**config.mk**
```make
export PLATFORM = sky130hd
export DESIGN_NAME = alu_operand_stage
export DESIGN_NICKNAME = d
export VERILOG_FILES = /design/src/rtl/alu_pkg.sv /design/src/rtl/alu_ctrl.sv /design/src/rtl/alu_operand_stage.sv
export SDC_FILE = /design/constraint.sdc
export NUM_CORES = 1
export LEC_CHECK = 0
export ABC_AREA = 0
export CELL_PAD_IN_SITES_DETAIL_PLACEMENT = 1
export CELL_PAD_IN_SITES_GLOBAL_PLACEMENT = 2
export CORE_AREA = 10 10 192 149
export CTS_BUF_LIST = sky130_fd_sc_hd__clkbuf_4 sky130_fd_sc_hd__clkbuf_8 sky130_fd_sc_hd__clkbuf_16
export DETAILED_ROUTE_END_ITERATION = 8
export DIE_AREA = 0 0 202 159
export GPL_TIMING_DRIVEN = 0
export HOLD_SLACK_MARGIN = 0.08
export MAX_ROUTING_LAYER = met4
export PLACE_DENSITY = 0.87
export RECOVER_POWER = 100
export SETUP_SLACK_MARGIN = 0.2
export SLEW_MARGIN = 20
export SYNTH_ARGS = -nofsm -noshare
export SYNTH_HDL_FRONTEND = slang
export SYNTH_SLANG_ARGS = --single-unit
export TNS_END_PERCENT = 50
```
**constraint.sdc**
```tcl
create_clock -name clk -period 2.7 [get_ports clk]
set_input_delay 0.54 -clock clk [delete_from_list [all_inputs] [get_ports clk]]
set_output_delay 0.54 -clock clk [all_outputs]
set_load 0.02 [all_outputs]
```
**src/rtl/alu_pkg.sv**
```systemverilog
// Shared encodings for the ALU operand stage: ALUOp codes, main aluop
// encodings and R-type funct values.
package alu_pkg;

  // ALUOp codes seen by the alu.
  localparam logic [3:0] ALUOP_AND = 4'b0000;
  localparam logic [3:0] ALUOP_OR  = 4'b0001;
  localparam logic [3:0] ALUOP_ADD = 4'b0010;
  localparam logic [3:0] ALUOP_SUB = 4'b0110;
  localparam logic [3:0] ALUOP_SLT = 4'b0111;
  localparam logic [3:0] ALUOP_NOR = 4'b1100;

  // Two-bit main aluop produced by decode.
  typedef enum logic [1:0] {
    MAIN_ADD   = 2'b00,
    MAIN_SUB   = 2'b01,
    MAIN_RTYPE = 2'b10,
    MAIN_RSVD  = 2'b11
  } main_op_e;

  // R-type funct values.
  localparam logic [5:0] FUNCT_ADD = 6'b100000;
  localparam logic [5:0] FUNCT_SUB = 6'b100010;
  localparam logic [5:0] FUNCT_AND = 6'b100100;
  localparam logic [5:0] FUNCT_OR  = 6'b100101;
  localparam logic [5:0] FUNCT_NOR = 6'b100111;
  localparam logic [5:0] FUNCT_SLT = 6'b101010;

endpackage

```
**src/rtl/alu_ctrl.sv**
```systemverilog
// Combinational ALU control: maps main aluop + funct onto the 4-bit ALUOp.
// Unknown funct codes and the reserved main op flag the instruction illegal
// and fall back to ALUOP_AND.
module alu_ctrl
  import alu_pkg::*;
(
  input  logic [1:0] main_op_i,
  input  logic [5:0] funct_i,
  output logic [3:0] alu_op_o,
  output logic       illegal_o
);

  // Decode table; defaults first so nothing latches.
  always_comb begin
    alu_op_o  = ALUOP_AND;
    illegal_o = 1'b0;
    case (main_op_e'(main_op_i))
      MAIN_ADD: alu_op_o = ALUOP_ADD;
      MAIN_SUB: alu_op_o = ALUOP_SUB;
      MAIN_RTYPE: begin
        case (funct_i)
          FUNCT_ADD: alu_op_o = ALUOP_ADD;
          FUNCT_SUB: alu_op_o = ALUOP_SUB;
          FUNCT_AND: alu_op_o = ALUOP_AND;
          FUNCT_OR:  alu_op_o = ALUOP_OR;
          FUNCT_NOR: alu_op_o = ALUOP_NOR;
          FUNCT_SLT: alu_op_o = ALUOP_SLT;
          default:   illegal_o = 1'b1;
        endcase
      end
      default: illegal_o = 1'b1;
    endcase
  end

endmodule

```
**src/rtl/alu_operand_stage.sv**
```systemverilog
// ID/EX register stage feeding the alu. Captures decoded operands and
// control, decodes ALUOp, detects load-use hazards and supplies A/B.
// Build option ALU_FWD_EN: when defined, EX/MEM and MEM/WB results are
// forwarded onto A/B/ex_store_data; when undefined, operands come from the
// registered data only and decode is stalled on any in-flight RAW producer
// (ID/EX or EX/MEM), relying on register-file write-before-read for WB.
//
// Handshake: decode offers an instruction with id_valid; it is taken on a
// rising edge where id_valid && id_ready. id_ready depends only on ex_stall,
// hazards and current stage contents (never on flush). While id_ready is
// low decode must keep the same instruction on its outputs.
module alu_operand_stage
  import alu_pkg::*;
#(
  parameter int DATA_W = 32,
  parameter int REG_AW = 5
) (
  input  logic              clk,
  input  logic              rst,
  input  logic              id_valid,
  output logic              id_ready,
  input  logic [DATA_W-1:0] id_rs_data,
  input  logic [DATA_W-1:0] id_rt_data,
  input  logic [REG_AW-1:0] id_rs,
  input  logic [REG_AW-1:0] id_rt,
  input  logic [REG_AW-1:0] id_rd,
  input  logic [15:0]       id_imm,
  input  logic              id_alusrc,
  input  logic [1:0]        id_aluop,
  input  logic [5:0]        id_funct,
  input  logic              id_memread,
  input  logic              id_memwrite,
  input  logic              id_regwrite,
  input  logic              ex_stall,
  input  logic              flush,
  input  logic              exm_regwrite,
  input  logic [REG_AW-1:0] exm_rd,
  input  logic [DATA_W-1:0] exm_result,
  input  logic              wb_regwrite,
  input  logic [REG_AW-1:0] wb_rd,
  input  logic [DATA_W-1:0] wb_result,
  output logic [DATA_W-1:0] A,
  output logic [DATA_W-1:0] B,
  output logic [3:0]        ALUOp,
  output logic              ex_valid,
  output logic              ex_regwrite,
  output logic              ex_memread,
  output logic              ex_memwrite,
  output logic              ex_illegal,
  output logic [REG_AW-1:0] ex_rd,
  output logic [DATA_W-1:0] ex_store_data
);

  logic [3:0] ctrl_op;
  logic       ctrl_illegal;

  alu_ctrl u_alu_ctrl (
    .main_op_i (id_aluop),
    .funct_i   (id_funct),
    .alu_op_o  (ctrl_op),
    .illegal_o (ctrl_illegal)
  );

  logic              valid_q,    valid_d;
  logic              regwrite_q, regwrite_d;
  logic              memread_q,  memread_d;
  logic              memwrite_q, memwrite_d;
  logic              illegal_q,  illegal_d;
  logic              alusrc_q,   alusrc_d;
  logic [3:0]        aluop_q,    aluop_d;
  logic [REG_AW-1:0] rd_q,       rd_d;
  logic [REG_AW-1:0] rs_q,       rs_d;
  logic [REG_AW-1:0] rt_q,       rt_d;
  logic [DATA_W-1:0] rs_data_q,  rs_data_d;
  logic [DATA_W-1:0] rt_data_q,  rt_data_d;
  logic [DATA_W-1:0] imm_q,      imm_d;

  logic [DATA_W-1:0] imm_ext;
  logic              load_use;
  logic              raw_hazard;
  logic [DATA_W-1:0] rs_val;
  logic [DATA_W-1:0] rt_val;

  assign imm_ext = {{(DATA_W-16){id_imm[15]}}, id_imm};

  // A load in EX cannot be forwarded in time to a dependent instruction.
  assign load_use = valid_q && memread_q && (rd_q != '0) && id_valid &&
                    ((id_rs == rd_q) || (id_rt == rd_q));

`ifdef ALU_FWD_EN
  assign raw_hazard = 1'b0;

  // EX/MEM is the younger producer, so it wins over MEM/WB.
  assign rs_val = (exm_regwrite && (exm_rd != '0) && (exm_rd == rs_q)) ? exm_result :
                  (wb_regwrite  && (wb_rd  != '0) && (wb_rd  == rs_q)) ? wb_result  :
                  rs_data_q;
  assign rt_val = (exm_regwrite && (exm_rd != '0) && (exm_rd == rt_q)) ? exm_result :
                  (wb_regwrite  && (wb_rd  != '0) && (wb_rd  == rt_q)) ? wb_result  :
                  rt_data_q;
`else
  logic rs_busy;
  logic rt_busy;
  logic unused_fwd;

  // Without forwarding, any producer still in ID/EX or EX/MEM blocks decode.
  assign rs_busy = (id_rs != '0) &&
                   ((valid_q && regwrite_q && (id_rs == rd_q)) ||
                    (exm_regwrite && (id_rs == exm_rd)));
  assign rt_busy = (id_rt != '0) &&
                   ((valid_q && regwrite_q && (id_rt == rd_q)) ||
                    (exm_regwrite && (id_rt == exm_rd)));
  assign raw_hazard = rs_busy || rt_busy;

  assign rs_val     = rs_data_q;
  assign rt_val     = rt_data_q;
  assign unused_fwd = ^{exm_result, wb_regwrite, wb_rd, wb_result, rs_q, rt_q};
`endif

  assign id_ready = !ex_stall && !load_use && !raw_hazard;

  // Next-state selection: flush, then stall hold, then capture, else bubble.
  always_comb begin
    valid_d    = valid_q;
    regwrite_d = regwrite_q;
    memread_d  = memread_q;
    memwrite_d = memwrite_q;
    illegal_d  = illegal_q;
    alusrc_d   = alusrc_q;
    aluop_d    = aluop_q;
    rd_d       = rd_q;
    rs_d       = rs_q;
    rt_d       = rt_q;
    rs_data_d  = rs_data_q;
    rt_data_d  = rt_data_q;
    imm_d      = imm_q;
    if (flush) begin
      valid_d    = 1'b0;
      regwrite_d = 1'b0;
      memread_d  = 1'b0;
      memwrite_d = 1'b0;
      illegal_d  = 1'b0;
    end else if (ex_stall) begin
      valid_d = valid_q;
    end else if (id_valid && id_ready) begin
      valid_d    = 1'b1;
      regwrite_d = id_regwrite && !ctrl_illegal;
      memread_d  = id_memread;
      memwrite_d = id_memwrite && !ctrl_illegal;
      illegal_d  = ctrl_illegal;
      alusrc_d   = id_alusrc;
      aluop_d    = ctrl_op;
      rd_d       = id_rd;
      rs_d       = id_rs;
      rt_d       = id_rt;
      rs_data_d  = id_rs_data;
      rt_data_d  = id_rt_data;
      imm_d      = imm_ext;
    end else begin
      valid_d    = 1'b0;
      regwrite_d = 1'b0;
      memread_d  = 1'b0;
      memwrite_d = 1'b0;
      illegal_d  = 1'b0;
    end
  end

  // Stage register with synchronous reset.
  always_ff @(posedge clk) begin
    if (rst) begin
      valid_q    <= 1'b0;
      regwrite_q <= 1'b0;
      memread_q  <= 1'b0;
      memwrite_q <= 1'b0;
      illegal_q  <= 1'b0;
      alusrc_q   <= 1'b0;
      aluop_q    <= '0;
      rd_q       <= '0;
      rs_q       <= '0;
      rt_q       <= '0;
      rs_data_q  <= '0;
      rt_data_q  <= '0;
      imm_q      <= '0;
    end else begin
      valid_q    <= valid_d;
      regwrite_q <= regwrite_d;
      memread_q  <= memread_d;
      memwrite_q <= memwrite_d;
      illegal_q  <= illegal_d;
      alusrc_q   <= alusrc_d;
      aluop_q    <= aluop_d;
      rd_q       <= rd_d;
      rs_q       <= rs_d;
      rt_q       <= rt_d;
      rs_data_q  <= rs_data_d;
      rt_data_q  <= rt_data_d;
      imm_q      <= imm_d;
    end
  end

  assign A             = rs_val;
  assign B             = alusrc_q ? imm_q : rt_val;
  assign ex_store_data = rt_val;
  assign ALUOp         = aluop_q;
  assign ex_valid      = valid_q;
  assign ex_regwrite   = regwrite_q;
  assign ex_memread    = memread_q;
  assign ex_memwrite   = memwrite_q;
  assign ex_illegal    = illegal_q;
  assign ex_rd         = rd_q;

endmodule
```
==> impl_metrics.yaml, run 1 <==
route:
  first_iter_violations: 146
  ant_nets: 0
  wl_per_cell_um: 19.86
  avgViaCountPerCell: 4.482
  drc: 0
  vias: 5087
  dr.pass1.iters: 4
  drt_wl_total_mm: 22.54
worst_setup_path:
  cp_max_fo: 3
  ff2ff_path_depth: 10
  r2r-end: "imm_q[13]"
  crit_end: "id_ready"
  worst_path_max_delay_cell: "or4_4"
  cp.required_ns: 2.16
  worstPathArrival_ns: 2.14
  cp_num_buf_inv: 5
  rrSetupSlack_ns: 0.33
  crit_family: "simple AND/OR/NAND/NOR gates"
  reg2reg_from: "ex_rd[1]"
  path_cells: "clkdlybuf4s15_2, or4_4, nor2_4, o32a_1, nand3_4, buf_8, clkinv_8, buf_12, buf_8"
  cp-start-kind: "primary input"
  critPathCaptureType: "output port"
  crit_path_start: "id_rs[4]"
  cpMostUsedCell: "buf_8"
  slowest_delay_ns: 0.55
  crit_type: "primary input to output port"
  cp_num_cells: 9
die:
  die_w_um: 202
  dieArea_sq_mm: 0.03212
  ios: 299
  rows: 50
  start_util_pct: 18.83
  die_y_um: 159
  coreArea_sq_mm: 0.02471
clocking:
  cts_root_buffer: "clkbuf_16"
  clock_path_buffers: 2
  cts_max_level: 3
  clk-insertion-delay-late_ns: 0.36
  cts_tree: "yes"
  cts_hold_buf: 0
  clk_pin_slew_ns: 0.07
  cts_buffers: 9
  clock-sinks: 95
sta:
  period_share_pct: 99.12
  tightest_slew_ns: 0.7813
  fin_crit_ns: 2.676
  skew_ns: 0.01418
  slew_headroom_pct: 47.91
  hold_viol_final: 0
  rsz0062_at_grt: "yes"
  drv_slew: 0
  holdWs_ns: 0.4622
  setup_violations: 0
  setup_slack_ns: 0.02367
  fmax_ghz: 0.3736
yosys:
  synth_edf_count: 0
  yosysWarnings: 0
  yosysSeqAreaShare_pct: 40.88
  netlist.area_leader.share_pct: 40.88
  synth_nets: 733
  synth_cell_type_count: 39
  synthTopCellsByArea: "dfxtp_1, o21ai_0, a21oi_1"
  synth.largest_area_cell: "dfxtp_1"
  syn_inst: 545
  ys_ff_latch: 95
  synth.avg_cell_area_sq_um: 8.536
  syn_area_sq_mm: 0.004652
  synthFlopType: "dfxtp_1"
  ys_async_sr_fraction_pct: 0
cells_and_area:
  syn2layout_area_growth_pct: 66.46
  drive_above_1_share_pct: 18.47
  nets: 980
power_and_ir_drop:
  p_leak_nw: 2.898
  ir_worst_vdd_v: 0.0002945
  power.total_mw: 3.469
  power_density_mw_per_mm2: 448.0
place:
  portBuffers: 228
  hpwl_mm: 17.46
  place_ws_ns: -1.345
  place.gp.congestion: 0.7975
global_routing:
  grt_use_total_pct: 13.85
  grt_pass1_vias: 5322
  grt-ovfl-total: 0
  antenna_found_initial: 0
  grt_first_pass_wirelength_mm: 33.65
  grt_start_max_net_pins: 17
min_path:
  hold_class: "register to register"
run:
  maxCapViolCount: 0
run_status:
  status: "finished, final reports clean"
-- layout by cell type, fill, tap and decap left out, drive strengths merged, types with 3 or more instances in the layout --
cell           instances
a21oi                 91
clkdlybuf4s50        106
clkbuf                50
buf                   29
nand2                 10
nor2                   8
o21ai                107
mux2                  15
nand3                 95
dlygate4sd3           77
xor2                  12
nand4                  3
xnor2                  8
clkinv                 3
dfxtp                 95
nor3                   4
clkdlybuf4s15          3
dlygate4sd2           32
nand2b                 3
inv                   21
nor4                   3
-- cell type report --
class | instances | area (sq um)
Antenna cell | 1 | 2.502
Buffer | 53 | 352.8
Clock buffer | 10 | 232.7
Clock inverter | 5 | 42.54
Fill cell | 2897 | 16970
Inverter | 20 | 87.58
Multi-Input combinational cell | 377 | 2419
Sequential cell | 95 | 1911
Tap cell | 338 | 422.9
Timing Repair Buffer | 236 | 2273
-- power breakdown --
group          switching (mW)  internal, mW  total, mW
Combinational           0.391         0.343      0.733
Clock                   0.617         0.642       1.26
Sequential             0.0310          1.45       1.48
-- registers in the layout, summed over array words and instances, names as in the netlist, 4 cells and up --
register	count
ex_store_data	32
imm_q	16
ex_rd	5
A	32
ALUOp	4
-- per-stage QoR --
stage / TNS (ns) / cell area [sq um] / cells / utilization (%)
3_3_place_gp: -41.10 / 7357 / 1111 / 29.77
6_report: 0 / 7744 / 1135 / 31.34
2_1_floorplan: 0 / 4652 / 545 / -
4_1_cts: -0.01888 / 7717 / 1130 / 31.23
3_5_place_dp: -44.84 / 7357 / 1111 / 29.77
5_1_grt: -0.05249 / 7741 / 1134 / 31.33
-- layer usage --
metal  up-vias  global-route usage (%)  share of wire, %
li1       2439                       -                 -
met1      2482                   17.23                46
met2       151                   20.98                45
met3        15                   5.443               7.9
met4         0                   2.353              0.81
met5         -                       -                 0
-- worst register-to-register path, stage by stage (launching register included) --
cell	delay (ns)
dfxtp_1	0.37
or4_4	0.55
o2111ai_2	0.18
a21o_1	0.14
nand3_4	0.11
buf_8	0.15
buf_4	0.14
buf_4	0.16
buf_2	0.19
o21ai_0	0.17
a21oi_1	0.08
-- kinds of logic after synthesis --
group,Yosys count,synth area share [%]
XOR/XNOR,20,3.766
AND/OR/NAND/NOR,133,17.81
flip-flops,95,40.88
buffers and inverters,73,8.203
AO/OA/AOI/OAI,209,25.71
multiplexers,15,3.631
-- timing repair --
item | in CTS | in global routing
setup buffers | 4 | 4
pin swaps | 8 | 5
setup endpoints to repair | 128 | 58
hold endpoints to repair | 0 | 0
gates resized for setup | 74 | 54
-- cells in the mapped netlist, drive strengths merged (2+ instances only) --
| library cell | n |
|---|---|
| nor2b | 2 |
| buf | 18 |
| xor2 | 12 |
| nand2b | 3 |
| inv | 19 |
| nand4 | 3 |
| nand3 | 95 |
| mux2 | 15 |
| nand2 | 10 |
| dfxtp | 95 |
| or4 | 2 |
| o2111ai | 2 |
| nor2 | 8 |
| nor3 | 4 |
| clkbuf | 35 |
| o21ai | 107 |
| xnor2 | 8 |
| nor4 | 3 |
| a21oi | 91 |
-- how the worst min path moves through the flow --
stage                start          end  slack, ns  depth (start not counted)
6_report       ex_memwrite  ex_memwrite       0.46                          2
5_1_grt        ex_memwrite  ex_memwrite       0.50                          2
4_1_cts        ex_memwrite  ex_memwrite       0.47                          2
3_5_place_dp   ex_memwrite  ex_memwrite       0.46                          2
3_3_place_gp   ex_memwrite  ex_memwrite       0.46                          2
2_1_floorplan     imm_q[1]     imm_q[1]       0.45                          2
Note: power is estimated with default switching activity, not from simulation.
==> run 2, diff against run 1 <==
--- a/config.mk
+++ b/config.mk
@@ -17,7 +17,6 @@
 export MAX_ROUTING_LAYER = met4
 export PLACE_DENSITY = 0.87
 export RECOVER_POWER = 100
-export SETUP_SLACK_MARGIN = 0.2
 export SLEW_MARGIN = 20
 export SYNTH_ARGS = -nofsm -noshare
 export SYNTH_HDL_FRONTEND = slang
==> run 2 against run 1 <==
  * Fmax up 0.91%
  * Flip-flop and latch count unchanged
  * Design area down 0.13%
  * Non-clock buffer count down 5
  * Register-to-register slack worse by 0.07 ns
  * Clock skew down 0.0015 ns
  * Via count down 1.0%
  * Sequential power about the same
  * Die area unchanged
  * Total power up 0.17%
  * Clock-buffer cell count unchanged
  * Critical endpoint unchanged
==> impl_metrics.yaml, run 2 (synthesized netlist as in run 1, its figures left out) <==
route:
  drc: 0
  dr.pass1.iters: 4
  avgViaCountPerCell: 4.456
  wl_met2_mm: 10.09
  top_layer: "met4"
  drt_wl_total_mm: 22.45
  first_iter_violations: 139
  wl_met3_mm: 1.805
  ant_nets: 0
  wl_met1_mm: 10.36
  wl_per_cell_um: 19.87
  vias: 5035
power_and_ir_drop:
  comb_power_share_pct: 21.0
  power_density_mw_per_mm2: 449.3
  power.net_switching_mw: 1.040
  p_leak_nw: 2.770
  ir_worst_vdd_v: 0.0002918
  power.total_mw: 3.475
  swShare_pct: 29.93
  seqPwrFrac_pct: 42.6
  internal-power_mw: 2.435
  clockPowerShare_pct: 36.4
sta:
  fin_crit_ns: 2.652
  skew_ns: 0.01267
  slew_headroom_pct: 48.80
  tightest_slew_ns: 0.7680
  hold_viol_final: 0
  period_share_pct: 98.23
  rsz0062_at_grt: "yes"
  fmax_ghz: 0.3771
  drv_slew: 0
  setup_violations: 0
place:
  place_inst: 1111
  place.gp.congestion: 0.7975
  portBuffers: 228
  hpwl_mm: 17.46
  placed_area_sq_mm: 0.007357
die:
  die_w_um: 202
  rows: 50
  dieArea_sq_mm: 0.03212
  die_y_um: 159
  coreArea_sq_mm: 0.02471
  start_util_pct: 18.83
  ios: 299
worst_setup_path:
  critPathCaptureType: "output port"
  crit_type: "primary input to output port"
  cpMostUsedCell: "buf_8"
  cp-start-kind: "primary input"
  cp_num_buf_inv: 5
  crit_family: "buffers and inverters"
  worstPathArrival_ns: 2.11
  slowest_delay_ns: 0.40
  ff2ff_path_depth: 10
  cp_max_fo: 5
  cp.required_ns: 2.16
  path_cells: "clkdlybuf4s15_2, xor2_1, nor3_1, nand3_1, o32a_1, nand3_4, buf_8, inv_8, buf_12, buf_8"
  cp_num_cells: 10
  worst_path_max_delay_cell: "o32a_1"
  rrSetupSlack_ns: 0.26
cells_and_area:
  drive_above_1_share_pct: 16.94
  fillers: 2904
  final_common_cell: "clkdlybuf4s50_1"
  fin_area_sq_mm: 0.007734
  utilization_pct: 31.30
  instances_no_fill: 1130
  nets: 975
  final_cell_mix: "clkdlybuf4s50_1, o21ai_0, dfxtp_1"
  syn2layout_area_growth_pct: 66.25
clocking:
  cts_buffers: 9
  cts_max_level: 3
  clk-insertion-delay-late_ns: 0.36
  cts_tree: "yes"
  clock_path_buffers: 2
  cts_hold_buf: 0
  clock-sinks: 95
  clk_pin_slew_ns: 0.07
  cts_root_buffer: "clkbuf_16"
global_routing:
  grt_use_total_pct: 13.81
  antenna_found_initial: 0
  grt_first_pass_wirelength_mm: 33.55
  grt_start_max_net_pins: 17
  grt_pass1_vias: 5332
  grt-ovfl-total: 0
min_path:
  hold_class: "register to register"
  min_path_cells: 2
run_status:
  status: "finished, final reports clean"
run:
  maxCapViolCount: 0
[run 2: worst paths after layout]
path                                  start           to
worst max-delay path               id_rs[4]     id_ready
worst min-delay path            ex_memwrite  ex_memwrite
worst max register to register     ex_rd[4]     ex_rd[3]
worst min register to register  ex_memwrite  ex_memwrite
[run 2: per-layer routing]
metal / track usage (%) / up-vias
li1: - / 2427
met1: 17.05 / 2440
met2: 21.02 / 152
met3: 5.524 / 16
met4: 2.353 / 0
met5: - / -
[run 2: final cells by class]
class,count,area [sq um],share of cell area (%)
multi-input combinational,377,2415,31.22
timing repair buffer,233,2307,29.83
sequential,95,1911,24.70
tap,338,422.9,5.468
buffer,51,317.8,4.109
clock buffer,10,232.7,3.009
inverter,20,82.58,1.068
clock inverter,5,42.54,0.5501
antenna,1,2.502,0.03236
[run 2: worst min-delay path, stage by stage, from the launching register on]
cell and delay (ns):
dfxtp_1 0.31, nand2_1 0.06, a21oi_1 0.05
[run 2: per-stage QoR]
step / worst slack, ns / TNS, ns / hold WS (ns)
after floorplan: 0.2561 / 0 / 0.4500
after global placement: -1.329 / -41.10 / 0.4560
after detailed placement: -1.345 / -44.84 / 0.4635
after CTS: -0.05771 / -0.05771 / 0.4743
after global routing: -0.05280 / -0.05280 / 0.5005
final: 0.04790 / 0 / 0.4624
[run 2: power groups by stage]
stage | Clock [mW] | Combinational [mW] | Sequential (mW)
finish | 1.27 | 0.731 | 1.48
global route | 1.36 | 0.791 | 1.49
CTS | 1.31 | 0.752 | 1.48
detailed placement | 0 | 0.740 | 1.51
global placement | 0 | 0.733 | 1.51
floorplan | 0 | 0.281 | 1.55
[run 2: repair_timing]
item | 4_1_cts | 5_1_grt
setup buffers | 3 | 2
resized for setup | 39 | 17
pin swaps | 7 | 6
endpoints found under the setup margin | 120 | 19
hold endpoints to repair | 0 | 0
gates cloned | 0 | 0
==> run 3, diff against run 2 <==
--- a/config.mk
+++ b/config.mk
@@ -16,7 +16,6 @@
 export HOLD_SLACK_MARGIN = 0.08
 export MAX_ROUTING_LAYER = met4
 export PLACE_DENSITY = 0.87
-export RECOVER_POWER = 100
 export SLEW_MARGIN = 20
 export SYNTH_ARGS = -nofsm -noshare
 export SYNTH_HDL_FRONTEND = slang
==> run 3 against run 2 <==
  * Critical path depth did not move
  * Flip-flop and latch count did not move
  * Register-to-register slack barely moved
  * Die area did not move
  * Utilization did not move
  * Worst hold slack improved by 0.0057 ns
  * Total power rose by 0.49%
  * Clock power barely moved
  * Cell count did not move
  * Worst setup slack got worse by 0.0038 ns
  * Highest routed layer unchanged
  * Design area did not move
  * Critical endpoint unchanged
  * Via count rose by 0.62%
  * Critical path type unchanged
==> impl_metrics.yaml, run 3 (synthesized netlist as in run 1, its figures left out) <==
global_routing:
  grt_use_total_pct: 13.81
  antenna_found_initial: 0
  use_met3_pct: 5.524
  grt_first_pass_wirelength_mm: 33.55
  grt_use_met1_pct: 17.05
  grt-ovfl-total: 0
  grt_pass1_vias: 5332
  met2_usage_pct: 21.02
  grt_start_max_net_pins: 17
  busiest_layer: "met2"
worst_setup_path:
  ff2ff_path_depth: 10
  crit_end: "id_ready"
  path_cells: "clkdlybuf4s15_2, xor2_1, nor3_1, nand3_1, o32a_1, nand3_4, buf_8, inv_8, buf_12, buf_8"
  crit_type: "primary input to output port"
  reg2reg_from: "ex_rd[4]"
  crit_path_start: "id_rs[4]"
  worstPathArrival_ns: 2.12
  slowest_delay_ns: 0.40
  worst_path_max_delay_cell: "o32a_1"
  r2r-end: "imm_q[4]"
  cpMostUsedCell: "buf_8"
  rrSetupSlack_ns: 0.26
  critPathCaptureType: "output port"
  cp-start-kind: "primary input"
  cp_max_fo: 5
  cp.required_ns: 2.16
cells_and_area:
  final_cell_mix: "clkdlybuf4s50_1, o21ai_0, dfxtp_1"
  final_common_cell: "clkdlybuf4s50_1"
  instances_no_fill: 1130
  drive_above_1_share_pct: 16.94
  syn2layout_area_growth_pct: 66.25
  utilization_pct: 31.30
  nets: 975
clocking:
  cts_max_level: 3
  cts_hold_buf: 0
  clk-insertion-delay-late_ns: 0.36
  clock_path_buffers: 2
  cts_buffers: 9
  cts_root_buffer: "clkbuf_16"
  clk_pin_slew_ns: 0.07
  cts_tree: "yes"
  clock-sinks: 95
sta:
  drv_slew: 0
  period_share_pct: 98.37
  slew_headroom_pct: 48.44
  rsz0062_at_grt: "yes"
  fin_crit_ns: 2.656
  hold_viol_final: 0
  tns_ns: 0
  tightest_slew_ns: 0.7734
  setup_violations: 0
  fmax_ghz: 0.3765
  holdWs_ns: 0.4681
  skew_ns: 0.01197
place:
  place.gp.congestion: 0.7975
  portBuffers: 228
  place_inst: 1111
  hpwl_mm: 17.46
route:
  first_iter_violations: 136
  vias: 5066
  ant_nets: 0
  drc: 0
  dr.pass1.iters: 4
  wl_per_cell_um: 19.89
  drt_wl_total_mm: 22.48
  avgViaCountPerCell: 4.483
power_and_ir_drop:
  power.total_mw: 3.492
  ir_worst_vdd_v: 0.0002911
  p_leak_nw: 2.515
  power_density_mw_per_mm2: 451.5
die:
  rows: 50
  die_y_um: 159
  coreArea_sq_mm: 0.02471
  die_w_um: 202
  start_util_pct: 18.83
  ios: 299
  dieArea_sq_mm: 0.03212
run_status:
  status: "finished, final reports clean"
min_path:
  hold_class: "register to register"
run:
  maxCapViolCount: 0
run 3: cell count changes in the layout (fill, tap and decap cells not counted), sizes merged:
| cell | delta |
|---|---|
| dlygate4sd3 | -78 |
| clkdlybuf4s50 | +78 |
run 3: worst min-delay path by stage:
stage,cells after the start,to,slack [ns],start
finish,2,ex_memwrite,0.47,ex_memwrite
global route,2,ex_memwrite,0.50,ex_memwrite
CTS,2,ex_memwrite,0.47,ex_memwrite
detailed placement,2,ex_memwrite,0.46,ex_memwrite
global placement,2,ex_memwrite,0.46,ex_memwrite
floorplan,2,imm_q[1],0.45,imm_q[1]
run 3: cell type report:
type                    count  area [sq um]
multi-input cells         377          2415
diodes                      1         2.502
flip-flops and latches     95          1911
fillers                  2904         16980
plain buffers              51         317.8
repair buffers            233          2307
inverters                  20         82.58
well taps                 338         422.9
clock buffers              10         232.7
clock inverters             5         42.54
run 3: timing repair:
action / 4_1_cts / 5_1_grt
pin swaps: 7 / 6
hold endpoints to repair: 0 / 0
gates resized for setup: 39 / 17
buffers inserted: 3 / 2
setup endpoints to repair: 120 / 19
run 3: power by group:
part | switching, mW | internal, mW
clock network | 0.625 | 0.642
registers | 0.0340 | 1.45
logic | 0.385 | 0.360
run 3: worst max-delay path, delay by kind of cell:
kind                   cells  cell delay (ns)
buffers and inverters      5             0.62
AND/OR/NAND/NOR            3             0.40
AO/OA/AOI/OAI              1             0.40
XOR/XNOR                   1             0.15
run 3: per-layer routing:
layer | wire length [um] | up-vias | share of wire, %
li1 | - | 2431 | -
met1 | 10410 | 2463 | 46
met2 | 10100 | 156 | 45
met3 | 1772 | 16 | 7.9
met4 | 194 | 0 | 0.86
met5 | 0 | - | 0
run 3: per-stage QoR:
stage | setup WS, ns | instance area, sq um
6_report | 0.04414 | 7734
5_1_grt | -0.05280 | 7731
4_1_cts | -0.05771 | 7704
3_5_place_dp | -1.345 | 7357
3_3_place_gp | -1.329 | 7357
2_1_floorplan | 0.2561 | 4652
